File: src/rtl/ls_ex_pkg.sv
// Shared load/store definitions: opnum encodings, ROB tag constants, common types
// and a length-to-byte-mask helper.
package ls_ex_pkg;

    localparam logic [5:0] OPNUM_LB  = 6'd0;
    localparam logic [5:0] OPNUM_LH  = 6'd1;
    localparam logic [5:0] OPNUM_LW  = 6'd2;
    localparam logic [5:0] OPNUM_LBU = 6'd3;
    localparam logic [5:0] OPNUM_LHU = 6'd4;
    localparam logic [5:0] OPNUM_SB  = 6'd5;
    localparam logic [5:0] OPNUM_SH  = 6'd6;
    localparam logic [5:0] OPNUM_SW  = 6'd7;

    localparam int INVALID_ROB = 0;

    typedef logic [31:0] DATA_TYPE;
    typedef logic [31:0] ADDR_TYPE;
    typedef logic [3:0]  ROB_ID_TYPE;

    typedef enum logic [0:0] {
        ST_IDLE    = 1'b0,
        ST_WAIT_MC = 1'b1
    } ls_ex_state_t;

    // Keeps only the bytes covered by an access of the given length.
    function automatic DATA_TYPE len_mask(input logic [2:0] len);
        case (len)
            3'd1:    len_mask = 32'h0000_00FF;
            3'd2:    len_mask = 32'h0000_FFFF;
            default: len_mask = 32'hFFFF_FFFF;
        endcase
    endfunction

endpackage

File: src/rtl/ls_ex_extend.sv
// Combinational opnum decode: access length in bytes and sign/zero extension of
// right-justified load data. Shared with the LS buffer's store-length logic.
module ls_ex_extend
    import ls_ex_pkg::*;
#(
    parameter int OPNUM_WIDTH = 6
) (
    input  logic [OPNUM_WIDTH-1:0] opnum,
    input  DATA_TYPE               raw_data,
    output DATA_TYPE               ext_data,
    output logic [2:0]             len
);

    // Decode length and extension per opnum; unknown codes pass data as a word.
    always_comb begin
        ext_data = raw_data;
        len      = 3'd4;
        case (opnum)
            OPNUM_WIDTH'(OPNUM_LB): begin
                ext_data = {{24{raw_data[7]}}, raw_data[7:0]};
                len      = 3'd1;
            end
            OPNUM_WIDTH'(OPNUM_LH): begin
                ext_data = {{16{raw_data[15]}}, raw_data[15:0]};
                len      = 3'd2;
            end
            OPNUM_WIDTH'(OPNUM_LBU): begin
                ext_data = {24'h00_0000, raw_data[7:0]};
                len      = 3'd1;
            end
            OPNUM_WIDTH'(OPNUM_LHU): begin
                ext_data = {16'h0000, raw_data[15:0]};
                len      = 3'd2;
            end
            OPNUM_WIDTH'(OPNUM_SB): len = 3'd1;
            OPNUM_WIDTH'(OPNUM_SH): len = 3'd2;
            default: begin
                ext_data = raw_data;
                len      = 3'd4;
            end
        endcase
    end

endmodule

File: src/rtl/ls_ex.sv
// Load/store execution unit: one outstanding memory op, load results broadcast on
// the LS result bus. Optional performance counters under LS_EX_PERF_CNT_EN.
module ls_ex
    import ls_ex_pkg::*;
#(
    parameter int ROB_ID_WIDTH = 4,
    parameter int OPNUM_WIDTH  = 6
) (
    input  logic                    clk,
    input  logic                    rst,
    input  logic                    rdy,
    input  logic                    enable_sign_from_ls,
    input  logic [OPNUM_WIDTH-1:0]  opnum_from_ls,
    input  ADDR_TYPE                addr_from_ls,
    input  DATA_TYPE                store_data_from_ls,
    input  logic [ROB_ID_WIDTH-1:0] rob_id_from_ls,
    output logic                    full_sign_to_ls,
    input  logic                    rollback_sign_from_rob,
    output logic                    enable_sign_to_mc,
    output logic                    wr_sign_to_mc,
    output ADDR_TYPE                addr_to_mc,
    output DATA_TYPE                data_to_mc,
    output logic [2:0]              len_to_mc,
    input  logic                    valid_sign_from_mc,
    input  DATA_TYPE                data_from_mc,
    output logic                    valid_sign_to_cdb,
    output logic [ROB_ID_WIDTH-1:0] rob_id_to_cdb,
    output DATA_TYPE                data_to_cdb
`ifdef LS_EX_PERF_CNT_EN
    ,
    output logic [31:0]             load_cnt_out,
    output logic [31:0]             store_cnt_out,
    output logic [31:0]             stall_cnt_out
`endif
);

    ls_ex_state_t            state_r;
    logic                    discard_r;
    logic                    wr_r;
    logic [OPNUM_WIDTH-1:0]  opnum_r;
    logic [ROB_ID_WIDTH-1:0] rob_id_r;

    logic                    iss_is_load_s;
    logic [2:0]              iss_len_s;
    DATA_TYPE                iss_ext_unused_s;
    DATA_TYPE                cmp_data_s;
    logic [2:0]              cmp_len_unused_s;
    logic                    accept_s;
    logic                    complete_s;
    logic                    broadcast_s;
    logic                    store_done_s;

    ls_ex_extend #(.OPNUM_WIDTH(OPNUM_WIDTH)) u_iss_ext (
        .opnum    (opnum_from_ls),
        .raw_data (store_data_from_ls),
        .ext_data (iss_ext_unused_s),
        .len      (iss_len_s)
    );

    ls_ex_extend #(.OPNUM_WIDTH(OPNUM_WIDTH)) u_cmp_ext (
        .opnum    (opnum_r),
        .raw_data (data_from_mc),
        .ext_data (cmp_data_s),
        .len      (cmp_len_unused_s)
    );

    assign iss_is_load_s   = (opnum_from_ls <= OPNUM_WIDTH'(OPNUM_LHU));
    assign full_sign_to_ls = (state_r != ST_IDLE);
    // A load issued under rollback belongs to the flushed path and is dropped.
    assign accept_s     = (state_r == ST_IDLE) && enable_sign_from_ls &&
                          !(rollback_sign_from_rob && iss_is_load_s);
    assign complete_s   = (state_r == ST_WAIT_MC) && valid_sign_from_mc;
    assign broadcast_s  = complete_s && !wr_r && !discard_r && !rollback_sign_from_rob;
    assign store_done_s = complete_s && wr_r;

    // Issue/complete FSM with registered memory-controller and result-bus outputs.
    always_ff @(posedge clk or posedge rst) begin
        if (rst) begin
            state_r           <= ST_IDLE;
            discard_r         <= 1'b0;
            wr_r              <= 1'b0;
            opnum_r           <= {OPNUM_WIDTH{1'b0}};
            rob_id_r          <= {ROB_ID_WIDTH{1'b0}};
            enable_sign_to_mc <= 1'b0;
            wr_sign_to_mc     <= 1'b0;
            addr_to_mc        <= 32'h0000_0000;
            data_to_mc        <= 32'h0000_0000;
            len_to_mc         <= 3'd0;
            valid_sign_to_cdb <= 1'b0;
            rob_id_to_cdb     <= ROB_ID_WIDTH'(INVALID_ROB);
            data_to_cdb       <= 32'h0000_0000;
        end else if (rdy) begin
            enable_sign_to_mc <= 1'b0;
            valid_sign_to_cdb <= 1'b0;
            case (state_r)
                ST_IDLE: begin
                    if (accept_s) begin
                        state_r           <= ST_WAIT_MC;
                        discard_r         <= 1'b0;
                        wr_r              <= !iss_is_load_s;
                        opnum_r           <= opnum_from_ls;
                        rob_id_r          <= rob_id_from_ls;
                        enable_sign_to_mc <= 1'b1;
                        wr_sign_to_mc     <= !iss_is_load_s;
                        addr_to_mc        <= addr_from_ls;
                        len_to_mc         <= iss_len_s;
                        data_to_mc        <= store_data_from_ls & len_mask(iss_len_s);
                    end
                end
                ST_WAIT_MC: begin
                    if (complete_s) begin
                        state_r   <= ST_IDLE;
                        discard_r <= 1'b0;
                        if (broadcast_s) begin
                            valid_sign_to_cdb <= 1'b1;
                            rob_id_to_cdb     <= rob_id_r;
                            data_to_cdb       <= cmp_data_s;
                        end
                    end else if (rollback_sign_from_rob && !wr_r) begin
                        discard_r <= 1'b1;
                    end
                end
                default: begin
                    state_r   <= ST_IDLE;
                    discard_r <= 1'b0;
                end
            endcase
        end
    end

`ifdef LS_EX_PERF_CNT_EN
    // Wrapping event counters: broadcast loads, completed stores, busy cycles.
    always_ff @(posedge clk or posedge rst) begin
        if (rst) begin
            load_cnt_out  <= 32'd0;
            store_cnt_out <= 32'd0;
            stall_cnt_out <= 32'd0;
        end else if (rdy) begin
            if (broadcast_s) load_cnt_out <= load_cnt_out + 32'd1;
            if (store_done_s) store_cnt_out <= store_cnt_out + 32'd1;
            if (state_r == ST_WAIT_MC) stall_cnt_out <= stall_cnt_out + 32'd1;
        end
    end
`else
    // Counters are not built in this configuration.
`endif

endmodule

File: config.mk
export PLATFORM = sky130hd
export DESIGN_NAME = ls_ex
export DESIGN_NICKNAME = d
export VERILOG_FILES = /design/src/rtl/ls_ex_pkg.sv /design/src/rtl/ls_ex_extend.sv /design/src/rtl/ls_ex.sv
export SDC_FILE = /design/constraint.sdc
export NUM_CORES = 1
export LEC_CHECK = 0
export ABC_AREA = 1
export ABC_CLOCK_PERIOD_IN_PS = 8000
export BUFFER_PORTS_ARGS = -buffer_cell sky130_fd_sc_hd__buf_2
export CORE_MARGIN = 3
export CORE_UTILIZATION = 48
export CTS_CLUSTER_DIAMETER = 30
export CTS_CLUSTER_SIZE = 25
export DETAILED_ROUTE_END_ITERATION = 16
export PLACE_DENSITY_LB_ADDON = 0.25
export SLEW_MARGIN = 15
export SYNTH_ARGS = -nofsm -noshare
export SYNTH_HDL_FRONTEND = slang
export SYNTH_SLANG_ARGS = --single-unit
File: constraint.sdc
create_clock -name clk -period 8 [get_ports clk]
set_input_delay 0 -clock clk [delete_from_list [all_inputs] [get_ports clk]]
set_output_delay 0 -clock clk [all_outputs]
set_load 0.02 [all_outputs]
==> results.sh, run 1 <==
export IMPL_vias=5082
export IMPL_yosys_area_top_type="dfrtp_1"
export IMPL_die_area_um2=11700
export IMPL_hold_violations=0
export IMPL_overflow=0
export IMPL_ys_ff_latch=118
export IMPL_ff2ff_setup_slack_ns=6.17
export IMPL_switching_share_pct=35.8
export IMPL_fin_nets=1012
export IMPL_setup_violations=0
export IMPL_synth_most_common_cell="nand2_1"
export IMPL_grt_pass1_vias=5252
export IMPL_reg2reg_from="full_sign_to_ls$_DFFE_PP0P_"
export IMPL_synthArstFlopShare_pct=100
export IMPL_holdWs_ns=0.144
export IMPL_fillCellCount=647
export IMPL_power_density_nw_per_um2=317
export IMPL_finalCritPeriodShare_pct=22.9
export IMPL_r2r_end="data_to_mc[13]$_DFFE_PP0P_"
export IMPL_gp_congestion=0.774
export IMPL_grt_use_total_pct=26.8
export IMPL_required_ns=8.40
export IMPL_first_iter_violations=432
export IMPL_num_antenna_cells=0
export IMPL_fin_setup_tns_ns=0
export IMPL_synth_cell_types=24
export IMPL_cts_tree="yes"
export IMPL_die_y_um=108
export IMPL_dr_pass1_iters=5
export IMPL_ctsHtreeMaxLevel=4
export IMPL_clock_sinks=118
export IMPL_area_growth_pct=55.6
export IMPL_synthTopCellsByArea="dfrtp_1, nand2_1, o21ai_0"
export IMPL_routed_via_density=4.87
export IMPL_drive_above_1_share_pct=30.1
export IMPL_synth_ff_type="dfrtp_1"
export IMPL_syn_area_um2=5000
export IMPL_intPower_uw=1580
export IMPL_startpoint_type="flop"
export IMPL_cts_buffers_inserted=17
export IMPL_critical_path_top_delay_family="buffers and inverters"
export IMPL_clkPwrFrac_pct=30.1
export IMPL_cp_end_kind="flop"
export IMPL_synth_top_area_share_pct=59.0
export IMPL_wl_per_cell_um=14.7
export IMPL_slew_headroom_pct=35.2
export IMPL_rows=36
export IMPL_grt_pass1_wl_um=24700
export IMPL_port_buffers=218
export IMPL_cpPeakStageDelay_ns=0.72
export IMPL_ys_seq_area_share_pct=59.0
export IMPL_die_w_um=108
export IMPL_worstPathArrival_ns=2.23
export IMPL_clock_root_buffer="clkbuf_8"
export IMPL_synthCells=576
export IMPL_dpl_hpwl_um=8840
export IMPL_antenna_found_initial=0
export IMPL_drt_wl_total_um=15400
export IMPL_crit_chain="inv_2 > nand2_1 > nor2_1 > nand2_2 > buf_4 > nand2_1 > o21ai_0"
export IMPL_slew_violations=0
export IMPL_period_minus_slack_ns=1.83
export IMPL_crit_top_cell="nand2_1"
export IMPL_crit_type="flop to flop"
export IMPL_max_freq_mhz=546
export IMPL_pwr_share_comb_pct=33.2
export IMPL_grt_max_degree=107
export IMPL_synth_edff_count=0
export IMPL_io_pins=219
export IMPL_p_sw_uw=883
export IMPL_clk_pin_slew_worst_paths_ns=0.06
export IMPL_critPathSlowestCell="buf_4"
export IMPL_ff2ff_path_depth=7
export IMPL_syn_area_per_cell_um2=8.69
export IMPL_max_vdd_ir_drop_uv=199
export IMPL_crit_fanout=106
export IMPL_worst_skew_pair_late_latency_ns=0.50
export IMPL_p_leak_uw=0.00433
export IMPL_hold_class="input pin to async pin"
export IMPL_worst_pin_slew_ns=0.971
export IMPL_syn_nets=690
export IMPL_synth_warnings=0
export IMPL_yosys_top_cells_count="nand2_1, dfrtp_1, inv_1, o21ai_0, nand3_1"
export IMPL_finClkSkew_ns=0.00945
export IMPL_drc=0
export IMPL_seqPwrFrac_pct=36.7
export IMPL_rsz0062_at_grt="false"
export IMPL_drv_cap=0
export IMPL_ant_nets=0
export IMPL_start_util_pct=50.3
export IMPL_worst_path_buf_inv=2
export IMPL_status="finished, final reports clean"
export IMPL_core_area_um2=9950
export IMPL_cts_buffer_depth=2
[worst reg2reg max path, delay by kind of cell (launching register included)]
family          cells  cell delay, ns
simple gates        4            0.40
buf+inv             2            0.80
compound gates      1            0.15
flops               1            0.39
[flip-flops by register name, summed over array words and instances (netlist names), 3 cells and up]
register / count
addr_to_mc: 32
data_to_cdb: 32
data_to_mc: 32
opnum_r: 6
rob_id_r: 4
rob_id_to_cdb: 4
len_to_mc: 3
[power groups by stage]
stage | registers (uW) | clock network [uW] | logic, uW
4_1_cts | 897 | 754 | 809
2_1_floorplan | 1120 | 0 | 267
5_1_grt | 922 | 781 | 896
3_3_place_gp | 898 | 0 | 745
6_report | 904 | 742 | 819
3_5_place_dp | 902 | 0 | 765
[worst max-delay path by stage]
stage / endpoint / cells past startpoint / startpoint / slack [ns]
floorplan: addr_to_mc[0]$_DFFE_PP0P_ / 1 / rst / 4.87
global placement: len_to_mc[0]$_DFFE_PP0P_ / 8 / full_sign_to_ls$_DFFE_PP0P_ / 6.32
detailed placement: data_to_mc[24]$_DFFE_PP0P_ / 6 / full_sign_to_ls$_DFFE_PP0P_ / 6.24
CTS: data_to_mc[20]$_DFFE_PP0P_ / 7 / full_sign_to_ls$_DFFE_PP0P_ / 6.22
global route: len_to_mc[0]$_DFFE_PP0P_ / 8 / full_sign_to_ls$_DFFE_PP0P_ / 6.00
finish: data_to_mc[13]$_DFFE_PP0P_ / 7 / full_sign_to_ls$_DFFE_PP0P_ / 6.17
[logic make-up after synthesis]
logic type      count (synthesis)  share of synthesized area [%]
compound gates                 52                           5.23
fa+ha+maj                       2                          0.500
buf+inv                        66                           6.68
simple gates                  338                           28.6
flops                         118                           59.0
[per-stage QoR]
| step | worst slack [ns] | power, uW | cells | util, % | instance area, um^2 |
|---|---|---|---|---|---|
| final | 6.17 | 2460 | 1043 | 78.2 | 7780 |
| after global routing | 6.00 | 2600 | 1043 | 78.2 | 7780 |
| after CTS | 6.22 | 2460 | 1043 | 78.2 | 7780 |
| after detailed placement | 6.24 | 1670 | 902 | 61.2 | 6090 |
| after global placement | 6.32 | 1640 | 902 | 61.2 | 6090 |
| after floorplan | 4.87 | 1390 | 576 | - | 5000 |
[area by class of cell]
type / count / area, um^2 / share of cell area [%]
clock buffer: 24 / 500 / 6.43
clock inverter: 7 / 92.6 / 1.19
inverter: 39 / 149 / 1.91
multi-input combinational: 392 / 1720 / 22.1
sequential: 118 / 2950 / 37.9
tap: 133 / 166 / 2.14
timing repair buffer: 330 / 2210 / 28.4
[repair_timing]
item / 4_1_cts / 5_1_grt
resized for setup: 0 / 0
hold endpoints to repair: 164 / 0
buffers inserted: 0 / 0
hold buffers: 110 / 0
endpoints found under the setup margin: 0 / 0
[cell usage in the layout, fill, tap and decap left out, types with 7 or more instances in the layout]
| cell | instances |
|---|---|
| buf_2 | 218 |
| clkbuf_8 | 7 |
| o21ai_0 | 36 |
| dlygate4sd3_1 | 110 |
| clkbuf_16 | 16 |
| inv_1 | 35 |
| a21oi_1 | 8 |
| dfrtp_1 | 118 |
| o21ai_1 | 7 |
| or2_2 | 8 |
| nand2_1 | 254 |
| or2_1 | 8 |
| nor2_1 | 20 |
| nand3_1 | 35 |
[layer usage]
metal	track usage [%]	vias to the layer above	wire length, um
met1	31.9	2356	6030
li1	-	2425	-
met2	46.0	255	7710
met3	6.57	46	1140
met5	0	-	0
met4	12.4	0	469
Power figures use the tool's default switching activity.
==> run 2: changes to the inputs <==
--- a/config.mk
+++ b/config.mk
@@ -5,11 +5,11 @@
 export SDC_FILE = /design/constraint.sdc
 export NUM_CORES = 1
 export LEC_CHECK = 0
-export ABC_AREA = 1
-export ABC_CLOCK_PERIOD_IN_PS = 8000
+export ABC_AREA = 0
+export ABC_CLOCK_PERIOD_IN_PS = 1900
 export BUFFER_PORTS_ARGS = -buffer_cell sky130_fd_sc_hd__buf_2
 export CORE_MARGIN = 3
-export CORE_UTILIZATION = 48
+export CORE_UTILIZATION = 47
 export CTS_CLUSTER_DIAMETER = 30
 export CTS_CLUSTER_SIZE = 25
 export DETAILED_ROUTE_END_ITERATION = 16
==> constraint.sdc (replaced) <==
create_clock -name clk -period 1.9 [get_ports clk]
set_input_delay 0 -clock clk [delete_from_list [all_inputs] [get_ports clk]]
set_output_delay 0 -clock clk [all_outputs]
set_load 0.02 [all_outputs]
==> run 2 against run 1 <==
Compared with the run above: maximum frequency rose by 1.4%; global-route usage is 1.5 points higher; non-clock buffer count is 16 higher; register-to-register slack got worse by 6.1 ns; worst setup slack lost 6.1 ns; critical path depth fell by 2; sequential power rose to 4.2 times the previous value; via count down 3.5%; first-iteration DRC count shrank 26%; die area decreased by 2.4%; largest power group unchanged; highest routed layer unchanged.
==> results.sh, run 2 <==
export IMPL_yosys_area_top_type="dfrtp_1"
export IMPL_ctsHtreeMaxLevel=4
export IMPL_grt_use_total_pct=28.3
export IMPL_rsz0062_at_grt="false"
export IMPL_final_cells=985
export IMPL_drc=0
export IMPL_drt_wl_total_um=15500
export IMPL_required_ns=2.35
export IMPL_p_leak_uw=0.00420
export IMPL_layout_commonest_cell="nand2_1"
export IMPL_holdWs_ns=0.137
export IMPL_clk_pin_slew_worst_paths_ns=0.06
export IMPL_synthCells=501
export IMPL_final_core_util_pct=79.5
export IMPL_io_pins=219
export IMPL_power_density_nw_per_um2=1290
export IMPL_reg2reg_from="wr_r$_DFFE_PP0P_"
export IMPL_ff2ff_setup_slack_ns=0.09
export IMPL_gp_congestion=0.789
export IMPL_max_freq_mhz=553
export IMPL_die_area_um2=11400
export IMPL_crit_start="wr_r$_DFFE_PP0P_"
export IMPL_final_cell_mix="nand2_1, buf_2, dfrtp_1, dlygate4sd3_1, a21oi_1"
export IMPL_synth_warnings=0
export IMPL_crit_fanout=24
export IMPL_worst_pin_slew_ns=0.635
export IMPL_syn_nets=615
export IMPL_yosys_top_cells_count="nand2_1, dfrtp_1, a21oi_1"
export IMPL_drive_above_1_share_pct=33.6
export IMPL_port_buffers=218
export IMPL_cts_buffer_depth=2
export IMPL_ys_seq_area_share_pct=61.9
export IMPL_fin_setup_tns_ns=0
export IMPL_ys_ff_latch=118
export IMPL_rows=36
export IMPL_grt_max_degree=44
export IMPL_post_cts_buffers=0
export IMPL_area_growth_pct=63.6
export IMPL_routed_via_density=4.98
export IMPL_syn_area_um2=4770
export IMPL_synth_top_area_share_pct=61.9
export IMPL_first_iter_violations=318
export IMPL_drv_cap=0
export IMPL_fin_nets=953
export IMPL_overflow=0
export IMPL_worstPathArrival_ns=2.25
export IMPL_max_vdd_ir_drop_uv=668
export IMPL_hold_violations=0
export IMPL_dr_pass1_iters=5
export IMPL_setup_violations=0
export IMPL_synthTopCellsByArea="dfrtp_1, nand2_1, mux2_2"
export IMPL_crit_type="flop to flop"
export IMPL_period_minus_slack_ns=1.81
export IMPL_clock_sinks=118
export IMPL_die_y_um=107
export IMPL_synth_edff_count=0
export IMPL_cts_tree="yes"
export IMPL_syn_area_per_cell_um2=9.53
export IMPL_slew_violations=0
export IMPL_synthArstFlopShare_pct=100
export IMPL_ant_nets=0
export IMPL_synth_most_common_cell="nand2_1"
export IMPL_dp_cells=840
export IMPL_regArea_um2=2950
export IMPL_startpoint_type="flop"
export IMPL_wl_per_cell_um=15.8
export IMPL_slew_headroom_pct=57.6
export IMPL_dpl_hpwl_um=8940
export IMPL_die_w_um=107
export IMPL_hold_class="input pin to async pin"
export IMPL_core_area_um2=9820
export IMPL_vias=4904
export IMPL_cts_buffers_inserted=17
export IMPL_status="finished, final reports clean"
export IMPL_clock_root_buffer="clkbuf_8"
export IMPL_grt_pass1_wl_um=25200
export IMPL_finalCritPeriodShare_pct=95.1
export IMPL_synth_ff_type="dfrtp_1"
export IMPL_reg_top3="addr_to_mc x32, data_to_cdb x32, data_to_mc x32"
export IMPL_worst_skew_pair_late_latency_ns=0.51
export IMPL_synth_cell_types=28
export IMPL_antenna_found_initial=1
export IMPL_grt_pass1_vias=5306
export IMPL_fillCellCount=615
export IMPL_multi_input_area_um2=1690
export IMPL_finClkSkew_ns=0.0120
export IMPL_cp_end_kind="flop"
export IMPL_start_util_pct=48.6
-- run 2: cell count changes in the layout (fill, tap and decap cells not counted), moves of 4 or more --
| cell | change |
|---|---|
| inv_1 | -30 |
| nor2_1 | -19 |
| nand2_1 | -18 |
| nand3_1 | -18 |
| o21ai_0 | -17 |
| a21oi_1 | +14 |
| mux2_2 | +14 |
| nand3b_1 | +10 |
| buf_4 | +8 |
| or2_1 | -8 |
| or2_2 | -8 |
| buf_12 | +5 |
| nor2_4 | -4 |
-- run 2: kinds of logic (layout without fill, tap and decap cells) --
family | count (synthesis) | after routing | synth area share [%]
AOI/OAI and AO/OA | 60 | 60 | 7.23
xor gates and xnor gates | 1 | 1 | 0.184
adders and majority gates | 2 | 2 | 0.524
buffers and inverters | 33 | 383 | 3.30
DFF | 118 | 118 | 61.9
muxes | 14 | 14 | 3.30
other | 0 | 1 | 0
and+or+nand+nor | 273 | 273 | 23.6
-- run 2: final timing paths --
| check | to | cells past startpoint |
|---|---|---|
| worst max-delay path | valid_sign_to_cdb$_DFFE_PP0P_ | 5 |
| worst min-delay path | data_to_cdb[4]$_DFFE_PP0P_ | 3 |
| worst max register to register | valid_sign_to_cdb$_DFFE_PP0P_ | 5 |
| worst min register to register | data_to_mc[10]$_DFFE_PP0P_ | 2 |
| max in group asynchronous | data_to_mc[14]$_DFFE_PP0P_ | 5 |
| min in group clk | data_to_mc[2]$_DFFE_PP0P_ | 4 |
-- run 2: power breakdown --
group,internal [uW],switching (uW),total (uW)
Combinational,1210,2020,3230
Clock,1990,1090,3080
Sequential,3290,478,3770
-- run 2: repair_timing --
action / CTS / global route
endpoints found under the hold margin: 163 / 0
hold buffers: 113 / 0
setup endpoints to repair: 0 / 1
resized for setup: 0 / 1
-- run 2: layout make-up --
cell class / instances / area share [%]
Clock buffer: 23 / 6.10
Sequential cell: 118 / 37.8
Multi-Input combinational cell: 350 / 21.6
Clock inverter: 8 / 1.25
Inverter: 6 / 0.336
Timing Repair Buffer: 346 / 30.7
Antenna cell: 1 / 0.0320
Tap cell: 133 / 2.13
-- run 2: through the flow --
step / power [uW] / worst slack [ns] / cell area (um^2)
2_1_floorplan: 5560 / 0.325 / 4780
6_report: 10100 / 0.0933 / 7810
5_1_grt: 10600 / 0.00650 / 7810
4_1_cts: 10000 / 0.0590 / 7800
3_5_place_dp: 6740 / 0.236 / 6090
3_3_place_gp: 6620 / 0.292 / 6090
-- run 2: worst max-delay path: stages, from the launching register on --
cell           delay (ns)
dfrtp_1              0.42
nor4b_2              0.29
nand3_2              0.12
buf_4                0.22
o21ai_0              0.11
dlygate4sd3_1        0.58
-- run 2: per-layer routing --
metal | track usage, % | share of wire [%] | vias to the layer above | wire (um)
li1 | - | - | 2295 | -
met1 | 30.9 | 37 | 2329 | 5690
met2 | 49.1 | 52 | 225 | 8050
met3 | 7.41 | 6.9 | 55 | 1070
met4 | 17.8 | 4.6 | 0 | 712
met5 | 0 | 0 | - | 0
